--- config.mk ---
export PLATFORM = sky130hd
export DESIGN_NAME = fpga_cam_wr_ctrl_flat
export DESIGN_NICKNAME = d
export VERILOG_FILES = /design/src/rtl/fpga_cam_pkg.sv /design/src/rtl/fpga_cam_wr_ctrl_if.sv /design/src/rtl/fpga_cam_req_fifo.sv /design/src/rtl/fpga_cam_wr_ctrl.sv /design/src/flat_wrapper.sv
export SDC_FILE = /design/constraint.sdc
export NUM_CORES = 1
export LEC_CHECK = 0
export ABC_AREA = 1
export CELL_PAD_IN_SITES_DETAIL_PLACEMENT = 1
export CELL_PAD_IN_SITES_GLOBAL_PLACEMENT = 2
export CORE_AREA = 5 5 185 321
export DETAILED_ROUTE_END_ITERATION = 10
export DIE_AREA = 0 0 190 326
export PLACE_DENSITY = 0.79
export SYNTH_ARGS = -nofsm -noshare
export SYNTH_HDL_FRONTEND = slang
export SYNTH_SLANG_ARGS = --single-unit
--- constraint.sdc ---
create_clock -name clk -period 7.6 [get_ports clk]
set_clock_uncertainty 0.15 [all_clocks]
set_input_delay 1.52 -clock clk [delete_from_list [all_inputs] [get_ports clk]]
set_output_delay 1.52 -clock clk [all_outputs]
set_load 0.1 [all_outputs]
--- src/rtl/fpga_cam_pkg.sv ---
// Shared types for the fpga_cam write controller: op codes, FSM states and the queued rule word.
package fpga_cam_pkg;

    localparam int DEPTH = 64;
    localparam int AW    = $clog2(DEPTH);
    localparam int WIDTH = 36;
    localparam int KBITS = 16;

    typedef enum logic {OP_INSERT = 1'b0, OP_DELETE = 1'b1} cam_op_e;

    typedef enum logic [1:0] {S_IDLE, S_WRITE, S_SETTLE, S_DONE} wr_state_e;

    typedef struct packed {
        cam_op_e          op;
        logic [AW-1:0]    addr;
        logic [WIDTH-1:0] patt;
        logic [WIDTH-1:0] mask;
        logic [KBITS-1:0] kbit;
    } cam_wreq_t;

    // A DELETE becomes an all-don't-care entry with kbit=0, which can never match.
    function automatic cam_wreq_t make_wreq(input logic op, input logic [AW-1:0] addr,
                                            input logic [WIDTH-1:0] patt,
                                            input logic [WIDTH-1:0] mask,
                                            input logic [KBITS-1:0] kbit);
        cam_wreq_t r;
        r.op   = op ? OP_DELETE : OP_INSERT;
        r.addr = addr;
        r.patt = op ? '0 : patt;
        r.mask = op ? '1 : mask;
        r.kbit = op ? '0 : kbit;
        return r;
    endfunction

endpackage

--- src/rtl/fpga_cam_wr_ctrl_if.sv ---
// Control-plane request/done handshake plus the CAM write-port bus driven by the controller.
interface fpga_cam_wr_ctrl_if;
    import fpga_cam_pkg::*;

    logic             req_valid;
    logic             req_ready;
    logic             req_op;
    logic [AW-1:0]    req_addr;
    logic [WIDTH-1:0] req_patt;
    logic [WIDTH-1:0] req_mask;
    logic [KBITS-1:0] req_kbit;
    logic             done_valid;
    logic [AW-1:0]    done_addr;
    logic             done_op;
    logic             cam_wEn;
    logic [AW-1:0]    cam_wAddr;
    logic [WIDTH-1:0] cam_wPatt;
    logic [WIDTH-1:0] cam_wMask;
    logic [KBITS-1:0] cam_wKbit;
    logic             lookup_block;

    modport master (
        input  req_valid, req_op, req_addr, req_patt, req_mask, req_kbit,
        output req_ready, done_valid, done_addr, done_op,
        output cam_wEn, cam_wAddr, cam_wPatt, cam_wMask, cam_wKbit, lookup_block
    );

    modport slave (
        output req_valid, req_op, req_addr, req_patt, req_mask, req_kbit,
        input  req_ready, done_valid, done_addr, done_op,
        input  cam_wEn, cam_wAddr, cam_wPatt, cam_wMask, cam_wKbit, lookup_block
    );

endinterface

--- src/rtl/fpga_cam_req_fifo.sv ---
// Small synchronous FIFO of CAM rule words; full is registered so ready never depends on valid.
module fpga_cam_req_fifo
    import fpga_cam_pkg::*;
#(
    parameter int FIFO_DEPTH = 4
) (
    input  logic      clk,
    input  logic      rst,
    input  logic      push,
    input  logic      pop,
    input  cam_wreq_t wdata,
    output cam_wreq_t rdata,
    output logic      full,
    output logic      empty
);

    localparam int AW_F = $clog2(FIFO_DEPTH);
    localparam logic [AW_F:0] FULL_CNT = (AW_F + 1)'(FIFO_DEPTH);

    cam_wreq_t       mem [FIFO_DEPTH];
    logic [AW_F-1:0] wr_ptr;
    logic [AW_F-1:0] rd_ptr;
    logic [AW_F:0]   count;
    logic [AW_F:0]   count_nxt;
    logic            full_q;
    logic            do_push;
    logic            do_pop;

    assign do_push = push && !full_q;
    assign do_pop  = pop && !empty;
    assign empty   = (count == '0);
    assign full    = full_q;
    assign rdata   = mem[rd_ptr];

    always_comb begin
        count_nxt = count;
        case ({do_push, do_pop})
            2'b10:   count_nxt = count + 1'b1;
            2'b01:   count_nxt = count - 1'b1;
            default: count_nxt = count;
        endcase
    end

    // Pointers wrap naturally because the depth is a power of two.
    always_ff @(posedge clk or posedge rst) begin
        if (rst) begin
            wr_ptr <= '0;
            rd_ptr <= '0;
            count  <= '0;
            full_q <= 1'b0;
        end else begin
            if (do_push) wr_ptr <= wr_ptr + 1'b1;
            if (do_pop)  rd_ptr <= rd_ptr + 1'b1;
            count  <= count_nxt;
            full_q <= (count_nxt == FULL_CNT);
        end
    end

    always_ff @(posedge clk) begin
        if (do_push) mem[wr_ptr] <= wdata;
    end

endmodule

--- src/rtl/fpga_cam_wr_ctrl.sv ---
// Host-side write initiator for one fpga_cam write port: queues rules, sweeps each one into the
// BRAMs for WR_CYCLES, settles, then reports completion.
module fpga_cam_wr_ctrl
    import fpga_cam_pkg::*;
#(
    parameter int WR_CYCLES     = 64,
    parameter int SETTLE_CYCLES = 2,
    parameter int FIFO_DEPTH    = 4
) (
    input logic                clk,
    input logic                rst,
    fpga_cam_wr_ctrl_if.master bus
);

    localparam int CNT_MAX = (WR_CYCLES > SETTLE_CYCLES) ? WR_CYCLES : SETTLE_CYCLES;
    localparam int CNT_W   = $clog2(CNT_MAX) + 1;
    localparam logic [CNT_W-1:0] WR_LOAD     = CNT_W'(WR_CYCLES - 1);
    localparam logic [CNT_W-1:0] SETTLE_LOAD = CNT_W'((SETTLE_CYCLES > 0) ? SETTLE_CYCLES - 1 : 0);

    wr_state_e        state, state_nxt;
    logic [CNT_W-1:0] cnt, cnt_nxt;
    logic             wen, wen_nxt;
    logic             blk, blk_nxt;
    logic             done_q, done_nxt;
    logic             pop;
    logic             fifo_full;
    logic             fifo_empty;
    cam_wreq_t        head;
    cam_wreq_t        cur;

    fpga_cam_req_fifo #(.FIFO_DEPTH(FIFO_DEPTH)) u_fifo (
        .clk   (clk),
        .rst   (rst),
        .push  (bus.req_valid && !fifo_full),
        .pop   (pop),
        .wdata (make_wreq(bus.req_op, bus.req_addr, bus.req_patt, bus.req_mask, bus.req_kbit)),
        .rdata (head),
        .full  (fifo_full),
        .empty (fifo_empty)
    );

    always_comb begin
        state_nxt = state;
        cnt_nxt   = cnt;
        wen_nxt   = wen;
        blk_nxt   = blk;
        done_nxt  = 1'b0;
        pop       = 1'b0;
        case (state)
            S_IDLE: begin
                if (!fifo_empty) begin
                    pop       = 1'b1;
                    wen_nxt   = 1'b1;
                    blk_nxt   = 1'b1;
                    cnt_nxt   = WR_LOAD;
                    state_nxt = S_WRITE;
                end
            end
            S_WRITE: begin
                if (cnt == '0) begin
                    wen_nxt = 1'b0;
                    if (SETTLE_CYCLES == 0) begin
                        blk_nxt   = 1'b0;
                        done_nxt  = 1'b1;
                        state_nxt = S_DONE;
                    end else begin
                        cnt_nxt   = SETTLE_LOAD;
                        state_nxt = S_SETTLE;
                    end
                end else begin
                    cnt_nxt = cnt - 1'b1;
                end
            end
            S_SETTLE: begin
                if (cnt == '0) begin
                    blk_nxt   = 1'b0;
                    done_nxt  = 1'b1;
                    state_nxt = S_DONE;
                end else begin
                    cnt_nxt = cnt - 1'b1;
                end
            end
            S_DONE:  state_nxt = S_IDLE;
            default: state_nxt = S_IDLE;
        endcase
    end

    // The held rule word doubles as the CAM write bus and the done report.
    always_ff @(posedge clk or posedge rst) begin
        if (rst) begin
            state  <= S_IDLE;
            cnt    <= '0;
            wen    <= 1'b0;
            blk    <= 1'b0;
            done_q <= 1'b0;
            cur    <= '0;
        end else begin
            state  <= state_nxt;
            cnt    <= cnt_nxt;
            wen    <= wen_nxt;
            blk    <= blk_nxt;
            done_q <= done_nxt;
            if (pop) cur <= head;
        end
    end

    assign bus.req_ready    = !fifo_full;
    assign bus.cam_wEn      = wen;
    assign bus.cam_wAddr    = cur.addr;
    assign bus.cam_wPatt    = cur.patt;
    assign bus.cam_wMask    = cur.mask;
    assign bus.cam_wKbit    = cur.kbit;
    assign bus.lookup_block = blk;
    assign bus.done_valid   = done_q;
    assign bus.done_addr    = cur.addr;
    assign bus.done_op      = cur.op;

endmodule
--- src/flat_wrapper.sv ---
// flat-port wrapper written by rule: the top's interface ports become plain ports
module fpga_cam_wr_ctrl_flat import fpga_cam_pkg::*;
#(
    parameter int WR_CYCLES     = 64,
    parameter int SETTLE_CYCLES = 2,
    parameter int FIFO_DEPTH    = 4
)
  (clk, rst, bus_req_valid, bus_req_op, bus_req_addr, bus_req_patt, bus_req_mask, bus_req_kbit, bus_req_ready, bus_done_valid, bus_done_addr, bus_done_op, bus_cam_wEn, bus_cam_wAddr, bus_cam_wPatt, bus_cam_wMask, bus_cam_wKbit, bus_lookup_block);
  fpga_cam_wr_ctrl_if bus_i ();
  input logic clk;
  input logic rst;
  input wire logic [$bits(bus_i.req_valid)-1:0] bus_req_valid;
  input wire logic [$bits(bus_i.req_op)-1:0] bus_req_op;
  input wire logic [$bits(bus_i.req_addr)-1:0] bus_req_addr;
  input wire logic [$bits(bus_i.req_patt)-1:0] bus_req_patt;
  input wire logic [$bits(bus_i.req_mask)-1:0] bus_req_mask;
  input wire logic [$bits(bus_i.req_kbit)-1:0] bus_req_kbit;
  output wire logic [$bits(bus_i.req_ready)-1:0] bus_req_ready;
  output wire logic [$bits(bus_i.done_valid)-1:0] bus_done_valid;
  output wire logic [$bits(bus_i.done_addr)-1:0] bus_done_addr;
  output wire logic [$bits(bus_i.done_op)-1:0] bus_done_op;
  output wire logic [$bits(bus_i.cam_wEn)-1:0] bus_cam_wEn;
  output wire logic [$bits(bus_i.cam_wAddr)-1:0] bus_cam_wAddr;
  output wire logic [$bits(bus_i.cam_wPatt)-1:0] bus_cam_wPatt;
  output wire logic [$bits(bus_i.cam_wMask)-1:0] bus_cam_wMask;
  output wire logic [$bits(bus_i.cam_wKbit)-1:0] bus_cam_wKbit;
  output wire logic [$bits(bus_i.lookup_block)-1:0] bus_lookup_block;
  assign bus_i.req_valid = bus_req_valid;
  assign bus_i.req_op = bus_req_op;
  assign bus_i.req_addr = bus_req_addr;
  assign bus_i.req_patt = bus_req_patt;
  assign bus_i.req_mask = bus_req_mask;
  assign bus_i.req_kbit = bus_req_kbit;
  assign bus_req_ready = bus_i.req_ready;
  assign bus_done_valid = bus_i.done_valid;
  assign bus_done_addr = bus_i.done_addr;
  assign bus_done_op = bus_i.done_op;
  assign bus_cam_wEn = bus_i.cam_wEn;
  assign bus_cam_wAddr = bus_i.cam_wAddr;
  assign bus_cam_wPatt = bus_i.cam_wPatt;
  assign bus_cam_wMask = bus_i.cam_wMask;
  assign bus_cam_wKbit = bus_i.cam_wKbit;
  assign bus_lookup_block = bus_i.lookup_block;
  fpga_cam_wr_ctrl #(.WR_CYCLES(WR_CYCLES), .SETTLE_CYCLES(SETTLE_CYCLES), .FIFO_DEPTH(FIFO_DEPTH)) u_core (.clk(clk), .rst(rst), .bus(bus_i));
endmodule
==> summary by stage, run 1 <==
Clock network
Clock-pin slew was measured on the worst setup and hold paths at 0.06 ns. The total clock buffers created by CTS is 46. The clock tree synthesis step divided the H-tree into 2 levels.

At the later pin of the worst-skew pair, clock insertion delay measures 0.57 ns. The number of buffers between clock root and the deepest sink is 3. Buffers added to address setup during post-CTS repair amount to 0.

The TritonCTS clock tree is built. The tree is rooted in a sky130_fd_sc_hd__clkbuf_16. The count of instances resized after the clock tree is built is 0.

Hold repair after CTS inserted 0 buffers. The clock sink count is 495.

Synthesis
Synthesis produced 1,620 cells. The average instance in the mapped netlist occupies 12.1 um^2. Counting instances in the post-synthesis netlist gives the leading cell types as 546 x sky130_fd_sc_hd__nor2_1, 380 x sky130_fd_sc_hd__edfxtp_1, 142 x sky130_fd_sc_hd__o21ai_0. The synthesized design contains 380 enable-type register cells.

The sequential-to-total area share from yosys stat is 0.730. The cell area after technology mapping is 19,600 um^2. In this run, synthesis produced a sequential element count of 495.

Ranked by total cell area, the synthesized netlist is headed by sky130_fd_sc_hd__edfxtp_1 58%, sky130_fd_sc_hd__dfrtp_1 15%, sky130_fd_sc_hd__nor2_1 10%. Yosys instantiated no cell more often than sky130_fd_sc_hd__nor2_1. The async set or reset register ratio after synthesis is 0.232. The post-synthesis cell type with the largest combined area is sky130_fd_sc_hd__edfxtp_1. The number of distinct library cells after synthesis is 29. The net count after synthesis is 1,731. The share of the synthesized area in the top cell type is 0.583. The number of warnings reported in the yosys synthesis log is 0.

In the synthesized netlist the dominant register cell turns out to be sky130_fd_sc_hd__edfxtp_1.

STA
The final critical delay including setup and external delays is 3.85 ns. Setup repair after global routing left no endpoint under its margin. The number of hold violations in the final report came to 0.

The final max-slew violation count is 0. The total of endpoints with negative setup slack in the final report is 0. At the pin with the least slew margin, the transition time is 1.10 ns. The maximum clock frequency is 260 MHz.

In the finished design, the share of the clock period the worst path needs comes to 0.507. The worst hold-check slack is 0.349 ns. The final total negative setup slack is 0 ns. The max-slew headroom at the worst pin is 0.265.

Min path
The path class of the tightest hold or removal check is reg2reg. The worst hold path begins at u_core.bus.cam_wEn$_DFFE_PP0P_. The worst hold endpoint is u_core.bus.cam_wEn$_DFFE_PP0P_. The worst hold path was traced through 2 stages.

Critical path
The critical path depth is 1. The worst setup path is launched from a flip-flop. Data on the critical path is required at its endpoint by 5.93 ns. The startpoint of the worst register-to-register path is u_core.state[0]$_DFFE_PP0P_. On the critical path, the stage with the largest delay is an instance of sky130_fd_sc_hd__clkdlybuf4s50_1. STA classifies the critical path endpoint as a primary output. The signal on the critical path passes through clkdlybuf4s50_1.

The number of buffers and inverters on the critical path is 1. The critical setup path kind is reg2out. The worst reg-to-reg setup slack is 4.50 ns.

In this run the worst path has a maximum fanout of 2. On the critical path the largest part of the delay comes from buffers and inverters. The signal arrival time at the worst endpoint is 2.18 ns. The depth of the worst register-to-register path is 11. The longest individual stage delay on the worst path is 1.18 ns. The capture instance of the worst register-to-register path is u_core.u_fifo.full$_DFF_PP0_.

Die
The number of ports placed on the die boundary is 203. The die is 190 um wide. The core area is 56,700 um^2.

The die is 326 um tall. The initial utilization of the core area, before any placement, comes to 0.345. The die covers 61,900 um^2. The total number of placement rows is 116.

Route
The sum of routed wire length over all layers is 53,100 um. The iteration-0 DRC count of the detailed router is 733. After detailed routing, the average wire length per cell comes to 20.5 um. In this run the remaining antenna-violating nets after routing total 0. The DRC violations left is 0. The detail-routed via count per cell is 4.92. The number of vias after detailed routing is 12,717. For this run, the detailed router's first-pass iteration total came to 5.

Global route
The residual overflow from global routing is 0. Entering global routing, the biggest net connects 127 pins. The initial antenna violation count is 1. The first global-routing pass estimated 81,300 um of wire. For this run, the total global-route usage over all layers was measured as 0.168.

The via count of the first global-routing pass is 14,074.

Cells and area
The share of cells above drive strength 1 is 0.0809. The number of fillers in the final layout is 6,025. At the end of the flow, the number of nets in the layout was 1,893. Measured on the finished design, the core utilization comes to 0.418. The number of antenna diodes in the final layout is 0. The area growth from synthesis to layout is 21.2%.

Place
The total half-perimeter wirelength after legalization and detailed placement is 31,100 um. The global placer's final weighted congestion is 0.743. Port buffering added 202 buffers.

Run
The max-capacitance violation count is 0.

Status
The flow ran to the end, and the final reports show no timing, DRC or antenna violations.
-- cells in the final DEF (no fill, tap or decap), drive strengths merged, types with 3 or more instances in the layout --
| cell | n |
|---|---|
| xor2 | 3 |
| xnor2 | 4 |
| or2 | 36 |
| bufinv | 9 |
| nand4 | 3 |
| nor2 | 552 |
| clkbuf | 54 |
| clkdlybuf4s50 | 200 |
| clkinv | 19 |
| nand2 | 27 |
| nand3 | 7 |
| inv | 79 |
| o21ai | 194 |
| a31oi | 95 |
| ha | 12 |
| edfxtp | 380 |
| a21oi | 10 |
| dfrtp | 115 |
| buf | 14 |
-- kinds of logic after synthesis --
logic type / share of synthesized area
flip-flops: 0.730
AND/OR/NAND/NOR: 0.127
adder cells (fa/ha/maj): 0.00869
buffers and inverters: 0.0479
AO/OA/AOI/OAI: 0.0833
XOR/XNOR: 0.00313
-- layer usage --
layer  global-route usage  wire (um)  vias to the layer above
met1                0.194      20800                     6501
met5                    0          0                        -
met2                0.314      28700                      260
met3               0.0239       1930                       79
li1                     -          -                     5877
met4               0.0568       1640                        0
-- flip-flops by register name, indices dropped and copies added, names as in the netlist, 2 cells and up --
signal                flops
u_core.u_fifo.rd_ptr      2
u_core.bus.cam_wKbit     16
u_core.u_fifo.count       3
u_core.bus.cam_wPatt     36
u_core.bus.cam_wAddr      6
u_core.state              2
u_core.u_fifo.wr_ptr      2
u_core.cnt                7
u_core.u_fifo.mem       380
u_core.bus.cam_wMask     36
-- stage by stage --
stage / instance area [um^2] / cells / worst slack (ns)
after floorplan: 19600 / 1620 / 1.17
after global placement: 22100 / 2501 / 3.18
after detailed placement: 22100 / 2501 / 3.11
after CTS: 23700 / 2585 / 3.67
after global routing: 23700 / 2585 / 3.66
final: 23700 / 2585 / 3.75
-- area by class of cell --
type / instances / area [um^2] / share of cell area
Clock inverter: 30 / 399 / 0.0168
Tap cell: 767 / 960 / 0.0404
Sequential cell: 495 / 14300 / 0.602
Clock buffer: 54 / 1220 / 0.0515
Inverter: 78 / 310 / 0.0131
Timing Repair Buffer: 214 / 2160 / 0.0909
Multi-Input combinational cell: 947 / 4390 / 0.185
-- worst max-delay path by stage --
stage,startpoint,endpoint,slack (ns)
6_report,u_core.bus.cam_wKbit[0]$_DFFE_PP0P_,bus_cam_wKbit[0],3.75
5_1_grt,bus_req_valid,u_core.u_fifo.mem[1][47]$_DFFE_PP_,3.66
3_5_place_dp,bus_req_valid,u_core.u_fifo.mem[1][72]$_DFFE_PP_,3.11
3_3_place_gp,bus_req_valid,u_core.u_fifo.mem[3][72]$_DFFE_PP_,3.18
2_1_floorplan,bus_req_valid,u_core.u_fifo.mem[0][0]$_DFFE_PP_,1.17
4_1_cts,u_core.bus.cam_wKbit[0]$_DFFE_PP0P_,bus_cam_wKbit[0],3.67
Power of run 1 is not shown: default switching activity piles up to over one toggle a cycle in this logic, so the estimate is an artifact.
==> run 2, diff against run 1 <==
- clock period: 7.6 -> 3.8 ns (I/O delays scaled with it)
==> run 2 against run 1 <==
Net effect: sequential cell count unchanged; non-clock buffer count increased by 19; final cell count increased by 0.70%; global-route usage is 0.35 points lower; core utilization grew 0.34 points; via count decreased by 1.3%; critical path depth unchanged; sequential share of layout area is 0.49 points lower; count of clock-buffer cells in the layout rose by 2.
==> summary by stage, run 2 (same netlist as run 1, synthesis figures left out) <==
Critical path
The category of cells accounting for the largest share of critical-path delay is buffers and inverters. The depth of the worst register-to-register path is 4. The critical setup path kind is reg2out. The startpoint of the worst register-to-register path is u_core.u_fifo.rd_ptr[1]$_DFFE_PP0P_. The worst register-to-register path ends at u_core.bus.cam_wPatt[32]$_DFFE_PP0P_. STA classifies the critical path startpoint as a flip-flop.

The buffering stage count on the worst path with inverters included is 1. Of all nets on the critical path, the largest fanout is 2. The signal arrival time at the worst endpoint is 2.19 ns.

Data on the critical path is required at its endpoint by 2.89 ns. Traced cell by cell, the critical path runs through clkdlybuf4s50_1. The kind of end point of the critical path is a primary output. The setup check on the worst reg-to-reg path leaves a slack of 1.46 ns. The master of the slowest instance on the critical path is sky130_fd_sc_hd__clkdlybuf4s50_1.

The longest individual stage delay on the worst path is 1.18 ns.

STA
The worst hold-check slack is 0.363 ns. The least setup slack across all paths after layout is 0.704 ns. In this run the tightest slew margin relative to its limit is 0.314. Setup repair after global routing left no endpoint under its margin. The final total negative setup slack is 0 ns.

For the pin with the worst max-slew slack, the measured transition is 1.03 ns. The portion of the clock cycle consumed by the worst path in the final layout is 0.815. The number of hold violations in the final report came to 0. Derived from the worst setup path, the maximum achievable clock frequency is 323 MHz.

The final max-slew violation count is 0. The total of endpoints with negative setup slack in the final report is 0. The smallest clock period supported by the final layout is computed as 3.10 ns.

Global route
Entering global routing, the biggest net connects 193 pins. The initial antenna violation count is 1. In the global route stage, overall resource usage came out at 0.164. The via count of the first global-routing pass is 13,832. The first global-routing pass estimated 79,900 um of wire. For this run the aggregate overflow at the end of global routing stands at 0.

Cells and area
The top register by number of flip-flops is u_core.u_fifo.mem. The number of flip-flops in the largest register is 380. The area growth from synthesis to layout is 22.2%. In the final layout, the share of cells above drive strength 1 is 0.0877.

In the layout the commonest cells are 542 x sky130_fd_sc_hd__nor2_1, 380 x sky130_fd_sc_hd__edfxtp_1, 197 x sky130_fd_sc_hd__clkdlybuf4s50_1, 142 x sky130_fd_sc_hd__o21ai_0, 113 x sky130_fd_sc_hd__dfrtp_1. The most common cell after layout, fill and taps aside is sky130_fd_sc_hd__nor2_1. The final-stage net count is 1,910.

Place
OpenSTA, run right after detailed placement, puts the worst setup slack at 1.00 ns. The global placer's final weighted congestion is 0.725. The total half-perimeter wirelength after legalization and detailed placement is 30,800 um. The number of buffer cells added on primary ports is 202.

Status
The run finished with clean final reports.

Route
In the final routed layout, each cell accounts on average for 19.8 um. The DRC violations left is 0. After the first detailed-routing iteration, the DRC count stood at 588. Detailed routing inserted a total of 12,557 vias. The sum of routed wire length over all layers is 51,600 um. The number of detailed-routing iterations run before antenna repair is 4. In this run the remaining antenna-violating nets after routing total 0. The detail-routed via count per cell is 4.82.

Clock network
The TritonCTS clock tree is built. The total clock buffers created by CTS is 44. The clock passes through at most 3 buffers. The number of hold buffers added after CTS is 0. Buffers added to address setup during post-CTS repair amount to 0. The clock drives 495 sinks.

In this run, post-CTS repair resized a total of 0 instances. The clock-pin transition on the worst setup and hold timing paths is 0.07 ns. The tree is rooted in a sky130_fd_sc_hd__clkbuf_16. The later pin in the worst-skew pair is clocked with a latency of 0.55 ns. The clock tree synthesis step divided the H-tree into 2 levels.

Die
The die is 326 um tall. The horizontal extent of the die is 190 um. In this run the standard cell core region covers 56,700 um^2. The die covers 61,900 um^2. The effective utilization at floorplan is 0.345.

203 I/O pins were placed. The total number of placement rows is 116.

Min path
The path type of the worst min-delay path is reg2reg. Along the worst hold path, the cell count comes to 1. The path with the worst hold slack has its endpoint at u_core.u_fifo.count[2]$_DFF_PP0_. The startpoint of the lowest-slack hold path is u_core.u_fifo.count[2]$_DFF_PP0_.

Run
The tool flagged a number of max-cap violations equal to 0.
[run 2: cell types whose count changed in the layout (fill, tap and decap cells not counted), sizes merged, moves of 2 or more]
cell,change
buf,+22
bufinv,-3
clkbuf,+2
clkdlybuf4s50,-3
clkinv,-3
[run 2: stage by stage]
stage               instance area, um^2  utilization  std cells
CTS                               23900        0.422       2602
global placement                  22400        0.395       2520
finish                            23900        0.422       2603
global route                      23900        0.422       2602
floorplan                         19600            -       1620
detailed placement                22400        0.395       2520
[run 2: layout make-up]
type / count / area, um^2
clock inverters: 26 / 302
diodes: 1 / 2.50
fillers: 5968 / 32800
inverters: 78 / 309
multi-input cells: 947 / 4390
clock buffers: 56 / 1230
repair buffers: 233 / 2440
well taps: 767 / 960
flip-flops and latches: 495 / 14300
[run 2: layer usage]
| metal | up-vias | track usage | share of wire |
|---|---|---|---|
| li1 | 5911 | - | - |
| met1 | 6343 | 0.199 | 0.41 |
| met2 | 232 | 0.305 | 0.53 |
| met3 | 71 | 0.0227 | 0.036 |
| met4 | 0 | 0.0439 | 0.023 |
| met5 | - | 0 | 0 |
[run 2: how the worst max path moves through the flow]
stage	slack, ns	depth (start not counted)	startpoint	end
after floorplan	-0.70	3	u_core.u_fifo.full$_DFF_PP0_	u_core.u_fifo.mem[0][0]$_DFFE_PP_
after global placement	0.93	9	bus_req_valid	u_core.u_fifo.full$_DFF_PP0_
after detailed placement	1.00	5	bus_req_valid	u_core.u_fifo.mem[3][56]$_DFFE_PP_
after CTS	0.68	1	u_core.bus.cam_wKbit[12]$_DFFE_PP0P_	bus_cam_wKbit[12]
after global routing	0.65	1	u_core.bus.cam_wPatt[3]$_DFFE_PP0P_	bus_cam_wPatt[3]
final	0.70	1	u_core.bus.cam_wPatt[3]$_DFFE_PP0P_	bus_cam_wPatt[3]
Power of run 2 is left out for the same reason.
==> run 3, diff against run 2 <==
- clock period: 3.8 -> 3.1 ns (I/O delays scaled with it)
==> run 3 against run 2 <==
Net effect: core utilization shrank 0.58 points; final cell count is 0.15% lower; non-clock buffer count decreased by 6; setup slack gained 0.082 ns; register-to-register slack got worse by 0.67 ns; critical path depth rose by 10; first-iteration DRC count rose by 8.0%; sequential cell count stayed put; global-route usage is 0.22 points higher; sequential share of layout area grew 0.83 points; hold slack got worse by 0.045 ns; via count rose by 0.74%; critical endpoint is now u_core.u_fifo.full$_DFF_PP0_.
==> summary by stage, run 3 (same netlist as run 1, synthesis figures left out) <==
Status
The run finished with clean final reports.

STA
Counting I/O delays and the setup requirement, the final critical path takes 2.31 ns. The number of hold violations in the final report was 0. The final max-slew violation count was 0.

The max-slew headroom at the worst pin is 0.334. Setup repair after global routing left no endpoint under its margin. The least setup slack across all paths after layout is 0.786 ns. The worst hold-check slack is 0.318 ns. The portion of the clock cycle consumed by the worst path in the final layout is 0.746.

The total of endpoints with negative setup slack in the final report is 0. The transition time of the tightest slew-check pin is 0.999 ns. Timing would allow up to 432 MHz. The final total negative setup slack is 0 ns.

Route
For this block, wires on met1 add up to 21,100 um. The routed wire length on met2 is 27,700 um. The detailed router finished its first iteration with 635 violations. The highest metal layer carrying signal wires in the routed design is met4.

The DRC violations left is 0. The number of vias after detailed routing is 12,650. The sum of routed wire length over all layers is 52,100 um.

The number of detailed-routing iterations run before antenna repair is 4. The detail-routed via count per cell is 4.87. Once detail routing completed, the nets flagged for antenna violations numbered 0. The total length of routed met3 wires is 1910 um. In the final routed layout, each cell accounts on average for 20.1 um.

Critical path
STA classifies the critical path endpoint as a flip-flop. The kind of launch point of the worst setup path is a flip-flop. For the worst setup path, the data arrival time is 2.63 ns. The required time reported for the critical path endpoint is 3.42 ns.

The longest individual stage delay on the worst path is 0.40 ns. In this run the worst path has a maximum fanout of 4. The critical path goes through inv_1 > ha_1 > nand2_2 > inv_6 > ha_1 > fa_1 > inv_1 > nand2_1 > nand3_1 > xnor2_1 > nor3b_1.

The slowest stage of the critical path is the sky130_fd_sc_hd__dfrtp_1 cell. The critical setup path kind is reg2reg.

Die
The area of the die is 61,900 um^2. The floorplan step set the die width to 190 um. The height of the chip is 326 um. The initialized floorplan defines 116 standard-cell rows. The initial utilization of the core area, before any placement, comes to 0.345. The core region is 56,700 um^2. In this run the count of I/O pins placed on the die edge is 203.

Place
Detailed placement ended at an HPWL of 30,500 um. The congestion estimate from routability-driven global placement came to 0.741. The number of buffer cells added on primary ports is 202. The worst slack at placement is 0.457 ns.

Run
Max-cap violations in this run came to 0.

Cells and area
The most common cell after layout, fill and taps aside is sky130_fd_sc_hd__nor2_1. In the layout the commonest cells are 542 x sky130_fd_sc_hd__nor2_1, 380 x sky130_fd_sc_hd__edfxtp_1, 142 x sky130_fd_sc_hd__o21ai_0, 119 x sky130_fd_sc_hd__buf_4, 113 x sky130_fd_sc_hd__dfrtp_1. Counting the fill cells in the layout gives 6,005. The share of cells above drive strength 1 is 0.141.

The top register by number of flip-flops is u_core.u_fifo.mem. In the final design database the tool counted 1,906 nets. The number of flip-flops in the largest register is 380. The number of diodes is 0. The area growth from synthesis to layout is 20.5%.

Clock network
The count of instances resized after the clock tree is built is 0. The clock sink count is 495. Buffers inserted during clock tree synthesis total 46. The clock reaches the later pin of the worst-skew pair after 0.57 ns. The clock-pin transition on the worst setup and hold timing paths is 0.07 ns. The TritonCTS clock tree is built. The number of levels the H-tree was split into is 2. CTS placed an instance of sky130_fd_sc_hd__clkbuf_16 at the clock tree root. The number of hold buffers added after CTS is 0. The clock passes through at most 3 buffers. In this run the post-CTS setup repair buffer count came out at 0.

Global route
The residual overflow from global routing is 0. The largest net degree at the start of global routing is 193. The first global-routing pass estimated 80,800 um of wire. In the global route stage, overall resource usage came out at 0.167.

The initial antenna violation count is 0. The via count of the first global-routing pass came to 13,885.

Min path
The worst hold path belongs to the class in2async.
run 3: cell count changes in the layout (fill, tap and decap cells not counted), moves of 3 or more:
cell,delta
sky130_fd_sc_hd__clkinvlp_4,+3
sky130_fd_sc_hd__clkdlybuf4s50_1,-101
sky130_fd_sc_hd__buf_4,+99
sky130_fd_sc_hd__buf_12,-4
sky130_fd_sc_hd__clkbuf_8,+3
sky130_fd_sc_hd__clkbuf_1,+4
run 3: layout make-up:
cell class	instances	area (um^2)	share of cell area
clock inverter	22	260	0.0110
sequential	495	14300	0.606
inverter	78	313	0.0133
clock buffer	63	1280	0.0545
tap	767	960	0.0407
timing repair buffer	227	2090	0.0888
multi-input combinational	947	4390	0.186
run 3: stage by stage:
| step | util | cells | cell area, um^2 |
|---|---|---|---|
| after floorplan | - | 1620 | 19600 |
| after global placement | 0.389 | 2514 | 22100 |
| after detailed placement | 0.389 | 2514 | 22100 |
| after CTS | 0.416 | 2599 | 23600 |
| after global routing | 0.416 | 2599 | 23600 |
| final | 0.416 | 2599 | 23600 |
run 3: metal layers:
layer  up-vias  global-route usage
met5         -                   0
met2       260               0.310
li1       5903                   -
met4         0              0.0532
met1      6416               0.199
met3        71              0.0198
run 3: critical path: cells and delay by family (launching register included):
kind	cells	cell delay, ns
and+or+nand+nor	4	0.47
xor gates and xnor gates	1	0.13
buffers and inverters	3	0.22
adders and majority gates	3	0.87
DFF	1	0.40
run 3: path summary, 6_finish.rpt:
path | to | startpoint | slack (ns) | cells after the start
max | u_core.u_fifo.full$_DFF_PP0_ | u_core.state[0]$_DFFE_PP0P_ | 0.79 | 11
min | u_core.bus.cam_wMask[10]$_DFFE_PP0P_ | rst | 0.32 | 2
max in group asynchronous | u_core.bus.cam_wPatt[32]$_DFFE_PP0P_ | rst | 1.79 | 3
min in group clk | u_core.bus.cam_wEn$_DFFE_PP0P_ | u_core.bus.cam_wEn$_DFFE_PP0P_ | 0.36 | 2
max reg2reg | u_core.u_fifo.full$_DFF_PP0_ | u_core.state[0]$_DFFE_PP0P_ | 0.79 | 11
min reg2reg | u_core.bus.cam_wEn$_DFFE_PP0P_ | u_core.bus.cam_wEn$_DFFE_PP0P_ | 0.36 | 2
Power of run 3 is left out for the same reason.
